$ cat src/rtl/sram_march_bist_if.sv
`default_nettype none
// =============================================================================
// sram_march_bist_if : SRAM BIST-port bundle between the March engine and a macro
// Revision: 1.0
// =============================================================================
interface sram_march_bist_if #(
    parameter int ADDR_W = 8,
    parameter int DATA_W = 64
) ();
    logic              bist_en_o;
    logic              bist_men_o;
    logic              bist_wen_o;
    logic              bist_ren_o;
    logic [ADDR_W-1:0] bist_addr_o;
    logic [DATA_W-1:0] bist_din_o;
    logic [DATA_W-1:0] bist_bm_o;
    logic [DATA_W-1:0] sram_dout_i;

    modport master (
        output bist_en_o, bist_men_o, bist_wen_o, bist_ren_o,
        output bist_addr_o, bist_din_o, bist_bm_o,
        input  sram_dout_i
    );

    modport slave (
        input  bist_en_o, bist_men_o, bist_wen_o, bist_ren_o,
        input  bist_addr_o, bist_din_o, bist_bm_o,
        output sram_dout_i
    );
endinterface
`default_nettype wire

$ cat src/rtl/sram_march_bist.sv
`default_nettype none
// =============================================================================
// sram_march_bist : March C- memory BIST engine with registered SRAM port/status
// Revision: 1.0
// =============================================================================
module sram_march_bist #(
    parameter int ADDR_W = 8,
    parameter int DATA_W = 64,
    parameter int CNT_W  = 16
) (
    input  logic              clk_i,
    input  logic              rst_ni,
    input  logic              start_i,
    output logic              busy_o,
    output logic              done_o,
    output logic              fail_o,
    output logic [ADDR_W-1:0] fail_addr_o,
    output logic [CNT_W-1:0]  fail_cnt_o,
    sram_march_bist_if.master bist
);
    typedef enum logic [3:0] {IDLE, M0, M1, M2, M3, M4, M5, FLUSH, DONE} state_t;

    localparam logic [ADDR_W-1:0] c_ADDR_TOP = '1;
    localparam logic [ADDR_W-1:0] c_ADDR_ONE = ADDR_W'(1);
    localparam logic [CNT_W-1:0]  c_CNT_ONE  = CNT_W'(1);

    state_t            r_state, w_state_nxt;
    logic [ADDR_W-1:0] r_addr, w_addr_nxt;
    logic              r_wr_ph, w_wr_ph_nxt;
    logic              w_down, w_last, w_start_ok;
    logic              w_acc, w_wr, w_bg, w_busy_nxt;

    logic              r_busy, r_done, r_men, r_wen, r_ren, r_rd_bg;
    logic [ADDR_W-1:0] r_baddr;
    logic [DATA_W-1:0] r_din, r_bm;
    logic              r_pend_vld, r_pend_bg;
    logic [ADDR_W-1:0] r_pend_addr;
    logic              r_fail;
    logic [ADDR_W-1:0] r_fail_addr;
    logic [CNT_W-1:0]  r_fail_cnt;

    always_ff @(posedge clk_i or negedge rst_ni) begin
        if (!rst_ni) begin
            r_state <= IDLE;
            r_addr  <= '0;
            r_wr_ph <= 1'b0;
        end else begin
            r_state <= w_state_nxt;
            r_addr  <= w_addr_nxt;
            r_wr_ph <= w_wr_ph_nxt;
        end
    end

    always_comb begin
        w_state_nxt = r_state;
        w_addr_nxt  = r_addr;
        w_wr_ph_nxt = r_wr_ph;
        w_start_ok  = 1'b0;
        w_down      = (r_state == M3) || (r_state == M4) || (r_state == M5);
        w_last      = w_down ? (r_addr == '0) : (r_addr == c_ADDR_TOP);
        case (r_state)
            IDLE, DONE: begin
                if (start_i) begin
                    w_start_ok  = 1'b1;
                    w_state_nxt = M0;
                    w_addr_nxt  = '0;
                    w_wr_ph_nxt = 1'b0;
                end
            end
            M0: begin
                if (w_last) begin
                    w_state_nxt = M1;
                    w_addr_nxt  = '0;
                end else begin
                    w_addr_nxt = r_addr + c_ADDR_ONE;
                end
            end
            M1, M2, M3, M4: begin
                // Read phase then write phase at the same address; step after the write.
                if (!r_wr_ph) begin
                    w_wr_ph_nxt = 1'b1;
                end else begin
                    w_wr_ph_nxt = 1'b0;
                    if (!w_last) begin
                        w_addr_nxt = w_down ? (r_addr - c_ADDR_ONE) : (r_addr + c_ADDR_ONE);
                    end else begin
                        case (r_state)
                            M1:      begin w_state_nxt = M2; w_addr_nxt = '0;         end
                            M2:      begin w_state_nxt = M3; w_addr_nxt = c_ADDR_TOP; end
                            M3:      begin w_state_nxt = M4; w_addr_nxt = c_ADDR_TOP; end
                            default: begin w_state_nxt = M5; w_addr_nxt = c_ADDR_TOP; end
                        endcase
                    end
                end
            end
            M5: begin
                if (w_last) w_state_nxt = FLUSH;
                else        w_addr_nxt  = r_addr - c_ADDR_ONE;
            end
            FLUSH:   w_state_nxt = DONE;
            default: w_state_nxt = IDLE;
        endcase

        // Decode the access of the upcoming cycle so the port is driven from flops.
        w_acc = 1'b0;
        w_wr  = 1'b0;
        w_bg  = 1'b0;
        case (w_state_nxt)
            M0:      begin w_acc = 1'b1; w_wr = 1'b1; end
            M1, M3:  begin w_acc = 1'b1; w_wr = w_wr_ph_nxt; w_bg = w_wr_ph_nxt;  end
            M2, M4:  begin w_acc = 1'b1; w_wr = w_wr_ph_nxt; w_bg = ~w_wr_ph_nxt; end
            M5:      w_acc = 1'b1;
            default: ;
        endcase
        w_busy_nxt = (w_state_nxt != IDLE) && (w_state_nxt != DONE);
    end

    always_ff @(posedge clk_i or negedge rst_ni) begin
        if (!rst_ni) begin
            r_busy      <= 1'b0;
            r_done      <= 1'b0;
            r_men       <= 1'b0;
            r_wen       <= 1'b0;
            r_ren       <= 1'b0;
            r_rd_bg     <= 1'b0;
            r_baddr     <= '0;
            r_din       <= '0;
            r_bm        <= '0;
            r_pend_vld  <= 1'b0;
            r_pend_bg   <= 1'b0;
            r_pend_addr <= '0;
            r_fail      <= 1'b0;
            r_fail_addr <= '0;
            r_fail_cnt  <= '0;
        end else begin
            r_busy      <= w_busy_nxt;
            r_done      <= (w_state_nxt == DONE);
            r_men       <= w_acc;
            r_wen       <= w_acc & w_wr;
            r_ren       <= w_acc & ~w_wr;
            r_rd_bg     <= w_bg;
            r_baddr     <= w_acc ? w_addr_nxt : '0;
            r_din       <= (w_acc && w_wr) ? {DATA_W{w_bg}} : '0;
            r_bm        <= w_acc ? '1 : '0;
            // Read data returns one cycle after the read, so expectation lags by one.
            r_pend_vld  <= r_ren;
            r_pend_bg   <= r_rd_bg;
            r_pend_addr <= r_baddr;
            if (w_start_ok) begin
                r_fail      <= 1'b0;
                r_fail_addr <= '0;
                r_fail_cnt  <= '0;
            end else if (r_pend_vld && (bist.sram_dout_i != {DATA_W{r_pend_bg}})) begin
                r_fail <= 1'b1;
                if (!r_fail) r_fail_addr <= r_pend_addr;
                if (r_fail_cnt != '1) r_fail_cnt <= r_fail_cnt + c_CNT_ONE;
            end
        end
    end

    assign busy_o           = r_busy;
    assign done_o           = r_done;
    assign fail_o           = r_fail;
    assign fail_addr_o      = r_fail_addr;
    assign fail_cnt_o       = r_fail_cnt;
    assign bist.bist_en_o   = r_busy;
    assign bist.bist_men_o  = r_men;
    assign bist.bist_wen_o  = r_wen;
    assign bist.bist_ren_o  = r_ren;
    assign bist.bist_addr_o = r_baddr;
    assign bist.bist_din_o  = r_din;
    assign bist.bist_bm_o   = r_bm;
endmodule
`default_nettype wire

$ cat src/flat_wrapper.sv
// flat-port wrapper written by rule: the top's interface ports become plain ports
module sram_march_bist_flat 
#(
    parameter int ADDR_W = 8,
    parameter int DATA_W = 64,
    parameter int CNT_W  = 16
)
  (clk_i, rst_ni, start_i, busy_o, done_o, fail_o, fail_addr_o, fail_cnt_o, bist_bist_en_o, bist_bist_men_o, bist_bist_wen_o, bist_bist_ren_o, bist_bist_addr_o, bist_bist_din_o, bist_bist_bm_o, bist_sram_dout_i);
  sram_march_bist_if #(.ADDR_W(ADDR_W), .DATA_W(DATA_W)) bist_i ();
  input  logic clk_i;
  input  logic rst_ni;
  input  logic start_i;
  output logic busy_o;
  output logic done_o;
  output logic fail_o;
  output logic [ADDR_W-1:0] fail_addr_o;
  output logic [CNT_W-1:0] fail_cnt_o;
  output wire logic [$bits(bist_i.bist_en_o)-1:0] bist_bist_en_o;
  output wire logic [$bits(bist_i.bist_men_o)-1:0] bist_bist_men_o;
  output wire logic [$bits(bist_i.bist_wen_o)-1:0] bist_bist_wen_o;
  output wire logic [$bits(bist_i.bist_ren_o)-1:0] bist_bist_ren_o;
  output wire logic [$bits(bist_i.bist_addr_o)-1:0] bist_bist_addr_o;
  output wire logic [$bits(bist_i.bist_din_o)-1:0] bist_bist_din_o;
  output wire logic [$bits(bist_i.bist_bm_o)-1:0] bist_bist_bm_o;
  input wire logic [$bits(bist_i.sram_dout_i)-1:0] bist_sram_dout_i;
  assign bist_bist_en_o = bist_i.bist_en_o;
  assign bist_bist_men_o = bist_i.bist_men_o;
  assign bist_bist_wen_o = bist_i.bist_wen_o;
  assign bist_bist_ren_o = bist_i.bist_ren_o;
  assign bist_bist_addr_o = bist_i.bist_addr_o;
  assign bist_bist_din_o = bist_i.bist_din_o;
  assign bist_bist_bm_o = bist_i.bist_bm_o;
  assign bist_i.sram_dout_i = bist_sram_dout_i;
  sram_march_bist #(.ADDR_W(ADDR_W), .DATA_W(DATA_W), .CNT_W(CNT_W)) u_core (.clk_i(clk_i), .rst_ni(rst_ni), .start_i(start_i), .busy_o(busy_o), .done_o(done_o), .fail_o(fail_o), .fail_addr_o(fail_addr_o), .fail_cnt_o(fail_cnt_o), .bist(bist_i));
endmodule
$ cat config.mk
export PLATFORM = sky130hd
export DESIGN_NAME = sram_march_bist_flat
export DESIGN_NICKNAME = d
export VERILOG_FILES = /design/src/rtl/sram_march_bist_if.sv /design/src/rtl/sram_march_bist.sv /design/src/flat_wrapper.sv
export SDC_FILE = /design/constraint.sdc
export NUM_CORES = 1
export LEC_CHECK = 0
export ABC_AREA = 1
export BUFFER_PORTS_ARGS = -buffer_cell sky130_fd_sc_hd__clkbuf_2
export CAP_MARGIN = 20
export CORE_MARGIN = 5
export CORE_UTILIZATION = 25
export DETAILED_ROUTE_END_ITERATION = 12
export PLACE_DENSITY_LB_ADDON = 0.2
export SYNTH_ARGS = -nofsm -noshare
export SYNTH_HDL_FRONTEND = slang
export SYNTH_SLANG_ARGS = --single-unit
$ cat constraint.sdc
create_clock -name clk_i -period 3.1 [get_ports clk_i]
set_input_delay 0.62 -clock clk_i [delete_from_list [all_inputs] [get_ports clk_i]]
set_output_delay 0.62 -clock clk_i [all_outputs]
set_load 0.1 [all_outputs]
==> metrics, run 1 <==
status=finished clean; Mean Syn Cell Area=7.52 sq um; largest cells by area after synthesis=dfrtp_1, buf_4, nand2_1; Crit Path Max Fanout=11; Final Net Count=846; Reg power frac=0.220; setup ws final=633 ps; count leader, synth=nand2_1; Internal=2.51 mW; Post-Place Setup Slack=658 ps; clock root cell=clkbuf_16; P_sw=3.75 mW; Max Cap Viol=0; Setup violations, final=0; fin. max-slew vios=0; Routed WL=13.9 mm; Final Cell Area=0.00585 sq mm; Core Area=0.0200 sq mm; Fmax=405 MHz; Resized Gates After CTS=0; CTS Hold Bufs=0; Commonest cells post-synth=nand2_1, buf_4, dfrtp_1, nand3_1, inv_1; via count of the first global-routing pass=4345; Final Hold Fails=0; Final ANT Viol Nets=0; power share of the clock group=0.178; Clock Sink Count=63; Die H=152 um; Post-synth EDFFs=0; Die ar.=0.0232 sq mm; Primary FF master, synth=dfrtp_1; DRC=0; Mapped Nets=743; Slew HR=0.610; DR vias/cell=4.20; Post-CTS Setup Repair Bufs=0; leading area contributor after synthesis=dfrtp_1; Crit-path slowest cell=dfrtp_1; Seq/Total Area, Yosys=0.312; largest net degree at the start of global routing=66; Worst Max-Slew Pin Slew=585 ps; CP endpoint kind=flop; Leakage=3.13 nW; DR iter-0 viols=315; CTS tree=built; Tcrit/Tclk final=0.796; grt ovf=0; diode count=0; Post-synth ARST share=1.00; minimum clock period=2470 ps; layout cells sized above 1=0.378; global-route wire length before repair=22.9 mm; Crit Path Class=flop to flop; final core utilization=0.292; Hold WC Path Type=input port to asynchronous set/reset pin; clock tree buffer depth=2; TritonCTS Buffers=9; initial antenna violation count=0; worst hold slack=297 ps; GPL Wtd Cong=0.869; Total GRT Usage=0.118; Die Span X=152 um; IO Pins=234; TNS Setup=0 ps; Worst Skew=6.47 ps; Ys Warns=0; unrepaired setup endpoints after global routing=no; area grow syn2layout=15.8%; H-tree depth=3; Startpoint Class=flop; Comb power frac=0.602; DR vias=4409; Tot Pwr=6.26 mW; Clock transition at path regs=60 ps; WL/cell=13.3 um; PD cells=1070 mW/mm^2; Sw Ratio=0.599; Post-DP HPWL=10.9 mm; cell count after synthesis=672; Area after DPL=0.00552 sq mm; CP peak stage delay=420 ps; post-synth top area share=0.312; Arr. time, crit path=2660 ps; Mapped Area=0.00505 sq mm; #FFs+latches synth=63; maximum vdd ir drop=0.659 mV; post-route insts no fill=1050; synth unique cells=44; Starting Density=0.252; crit path cell chain=inv_1, ha_1, nand2_2, nor2_2, nand2_4, nand2_2, inv_4, ha_1, nor2_1, a221oi_1, nand3_1, inv_1, a211oi_1; number of I/O port buffers=233; required time worst endpoint=3290 ps; DRT Pass-1 Iters=4; clk_lat worst skew=330 ps; row count=52; Placed Cells incl. Taps=1034
-- cells by family (layout without fill, tap and decap cells) --
family	after synthesis	after routing	share of synthesized area
adder cells (fa/ha/maj)	4	4	0.00990
buffers and inverters	210	318	0.264
flip-flops	63	63	0.312
AND/OR/NAND/NOR	319	319	0.307
XOR/XNOR	23	23	0.0399
AO/OA/AOI/OAI	53	53	0.0673
-- cell usage in the layout (no fill, tap or decap), types with 12 or more instances in the layout --
master and count:
xor2_1 21, nand3_1 63, dfrtp_1 63, nor3_1 23, nor2_1 43, o21ai_0 15
nand2_1 136, nand4_1 12, inv_1 59, clkbuf_2 232
-- power groups by stage --
| stage | combinational, mW | sequential, mW | clock (mW) |
|---|---|---|---|
| 6_report | 3.76 | 1.38 | 1.11 |
| 5_1_grt | 4.02 | 1.42 | 1.19 |
| 4_1_cts | 3.80 | 1.38 | 1.14 |
| 3_5_place_dp | 3.79 | 1.39 | 0 |
| 3_3_place_gp | 3.81 | 1.40 | 0 |
| 2_1_floorplan | 2.49 | 2.24 | 0 |
-- path summary, 6_finish.rpt --
kind | to | cells past startpoint | slack [ps] | start
worst min register to register | u_core.r_pend_addr[2] | 0 | 370 | u_core.bist.bist_addr_o[2]
worst max-delay path | u_core.bist.bist_addr_o[0] | 13 | 630 | u_core.r_addr[0]
min in group clk_i | u_core.r_pend_addr[2] | 0 | 370 | u_core.bist.bist_addr_o[2]
worst max register to register | u_core.bist.bist_addr_o[0] | 13 | 630 | u_core.r_addr[0]
max in group asynchronous | u_core.bist.bist_bm_o[62] | 2 | 2510 | rst_ni
worst min-delay path | u_core.fail_cnt_o[12] | 2 | 300 | rst_ni
-- registers in the layout, summed over array words and instances, names as in the netlist, 4 cells and up --
| name | cells |
|---|---|
| u_core.r_state | 4 |
| u_core.fail_addr_o | 8 |
| u_core.bist.bist_addr_o | 8 |
| u_core.r_pend_addr | 8 |
| u_core.fail_cnt_o | 16 |
| u_core.r_addr | 8 |
-- layer usage --
layer  wire length (um)  GRT usage  up-vias
met1               6070      0.145     1991
met4                297     0.0398        0
met2               6730      0.202      139
met5                  0          0        -
met3                848     0.0284       21
li1                   -          -     2258
-- final cells by class --
class,instances,area [sq um]
Fill cell,2220,14200
Multi-Input combinational cell,399,2140
Sequential cell,63,1580
Timing Repair Buffer,237,1210
Tap cell,270,338
Inverter,65,254
Clock buffer,11,253
Clock inverter,5,80.1
-- critical path: cells and delay by family, from the launching register on --
kind	cells	cell delay, ps
buffers and inverters	3	420
AND/OR/NAND/NOR	6	680
adder cells (fa/ha/maj)	2	560
AO/OA/AOI/OAI	2	260
flip-flops	1	420
No activity file was read; power rests on OpenSTA's default activity.
==> run 2: changes to the inputs <==
--- a/config.mk
+++ b/config.mk
@@ -5,7 +5,7 @@
 export SDC_FILE = /design/constraint.sdc
 export NUM_CORES = 1
 export LEC_CHECK = 0
-export ABC_AREA = 1
+export ABC_AREA = 0
 export BUFFER_PORTS_ARGS = -buffer_cell sky130_fd_sc_hd__clkbuf_2
 export CAP_MARGIN = 20
 export CORE_MARGIN = 5
==> constraint.sdc (replaced) <==
create_clock -name clk_i -period 2 [get_ports clk_i]
set_input_delay 0.4 -clock clk_i [delete_from_list [all_inputs] [get_ports clk_i]]
set_output_delay 0.4 -clock clk_i [all_outputs]
set_load 0.1 [all_outputs]
==> metrics, run 2 <==
Post-synth EDFFs=0; Routed met3 length=1.04 mm; required time worst endpoint=2240 ps; Final Cell Area=0.00922 sq mm; diode count=0; Setup violations, final=49; post-synth top area share=0.313; Commonest cells post-synth=buf_4, dfrtp_1, nand2_1, a21oi_1, nor3_1; DRC=0; Setup crit start=u_core.r_addr[0]; critical path depth in cells=9; Startpoint Class=flop; Hold WC Path Type=input port to asynchronous set/reset pin; fin. max-slew vios=0; CTS tree=built; cell count after synthesis=601; Fmax=392 MHz; initial antenna violation count=0; synth unique cells=65; Internal=4.52 mW; Crit Path Max Fanout=7; Total GRT Usage=0.159; DR vias=5252; commonest cells after routing, fill and taps aside=buf_12, clkbuf_2, buf_4; clock root cell=clkbuf_16; Mapped Area=0.00503 sq mm; unrepaired setup endpoints after global routing=yes; power share of the clock group=0.171; CP endpoint=u_core.r_rd_bg; PD cells=1020 mW/mm^2; clock tree buffer depth=2; Final ANT Viol Nets=0; H-tree depth=3; Core Area=0.0197 sq mm; status=complete, but fails checks; failing checks=setup timing; Crit-path slowest cell=or4b_4; Post-DP HPWL=14.4 mm; Register Area=0.00160 sq mm; DR vias/cell=4.88; Crit Path Class=flop to flop; DRT Pass-1 Iters=5; area grow syn2layout=83.2%; global-route wire length before repair=30.3 mm; highest routed metal layer=met4; TNS Setup=-19100 ps; Ys Warns=0; CP peak stage delay=500 ps; minimum clock period=2550 ps; cell family with most CP delay=compound AO/OA/AOI/OAI gates; Arr. time, crit path=2790 ps; setup ws final=-549 ps; Reg2Reg Launch Point=u_core.r_addr[0]; Die ar.=0.0231 sq mm; Post-Place Setup Slack=-621 ps; Seq/Total Area, Yosys=0.313; grt ovf=0; post-route insts no fill=1076; Mapped Nets=672; Post-synth ARST share=1.00; worst hold slack=69.1 ps; Slew HR=0.604; Reg power frac=0.186; count leader, synth=buf_4; Placed Cells incl. Taps=1032; CP Buf/Inv Count=2; crit path cell chain=inv_2, ha_4, or4b_4, nor4_4, buf_4, a22o_4, nand2_2, o311a_4, o32ai_4; Filler cells=1817; Sw Ratio=0.519; Primary FF master, synth=dfrtp_1; Max Cap Viol=0; Clock Sink Count=63; number of I/O port buffers=233; GPL Wtd Cong=0.921; WL/cell=18.0 um; #FFs+latches synth=63; Tcrit/Tclk final=1.27; clk_lat worst skew=330 ps; Multi-input gate area=0.00266 sq mm; Leakage=4.14 nW; Die Span X=152 um; IO Pins=234; maximum vdd ir drop=0.552 mV; R2R Path End=u_core.r_rd_bg; M1 wire length=7.65 mm; Final Net Count=877; leading area contributor after synthesis=dfrtp_1; met2 wire length=10.4 mm; Worst Max-Slew Pin Slew=593 ps; Starting Density=0.256; Worst Skew=5.66 ps; Routed WL=19.4 mm; DR iter-0 viols=384; Worst R2R Setup Slack=-550 ps; Clock transition at path regs=60 ps; FF-to-FF path depth=9; largest net degree at the start of global routing=64; most common cell after layout, fill and taps aside=buf_12; Die H=152 um; Mean Syn Cell Area=8.37 sq um; largest cells by area after synthesis=dfrtp_1, buf_4, nand2_1; via count of the first global-routing pass=5180; Comb power frac=0.643; row count=51; P_sw=4.87 mW; Final Hold Fails=0; Largest register FFs=16; Tot Pwr=9.38 mW; Area after DPL=0.00820 sq mm; CP endpoint kind=flop; layout cells sized above 1=0.562; final core utilization=0.469; TritonCTS Buffers=9
run 2: cell count changes in the layout (fill, tap and decap cells not counted), sizes merged, moves of 20 or more:
cell    previous run  this run
nor2              53        19
nand3             66        24
clkbuf           243       116
buf                5       245
inv               65        14
nand2            148        52
or3                0        20
or4                0        21
xor2              21         0
run 2: repair_timing:
item	in CTS	in global routing
endpoints found under the setup margin	49	49
hold buffers	0	0
resized for setup	43	43
cloned	7	2
pin swaps	30	38
setup buffers	16	8
run 2: worst min path at each step:
stage	startpoint	end	slack, ps	depth (start not counted)
after floorplan	rst_ni	u_core.bist.bist_addr_o[0]	100	0
after global routing	rst_ni	u_core.fail_cnt_o[10]	110	2
final	rst_ni	u_core.fail_cnt_o[10]	70	2
after detailed placement	u_core.r_rd_bg	u_core.r_pend_bg	340	0
after global placement	u_core.r_rd_bg	u_core.r_pend_bg	330	0
after CTS	rst_ni	u_core.fail_cnt_o[10]	90	2
run 2: layout make-up:
class                   count  share of cell area
inverters                  15             0.00746
well taps                 265              0.0360
clock buffers              11              0.0274
flip-flops and latches     63               0.174
repair buffers            350               0.459
multi-input cells         366               0.289
repair inverters            1             0.00122
clock inverters             5             0.00611
run 2: power by group through the flow:
| stage | registers (mW) | logic [mW] | clock network, mW |
|---|---|---|---|
| 3_5_place_dp | 1.77 | 5.80 | 0 |
| 2_1_floorplan | 2.56 | 3.17 | 0 |
| 4_1_cts | 1.74 | 5.93 | 1.63 |
| 5_1_grt | 1.78 | 6.24 | 1.68 |
| 6_report | 1.74 | 6.04 | 1.61 |
| 3_3_place_gp | 1.76 | 5.79 | 0 |
run 2: per-layer routing:
metal / track usage / vias up
met5: 0 / -
met4: 0.0355 / 0
met3: 0.0329 / 29
met2: 0.291 / 190
met1: 0.192 / 2529
li1: - / 2504
run 2: kinds of logic (layout without fill, tap and decap cells):
logic type / Yosys count / in the layout / synth area share
xor+xnor: 1 / 1 / 0.00174
flops: 63 / 63 / 0.313
fa+ha+maj: 4 / 4 / 0.00995
compound gates: 131 / 131 / 0.186
buf+inv: 172 / 382 / 0.229
mux: 6 / 6 / 0.0119
simple gates: 224 / 224 / 0.248
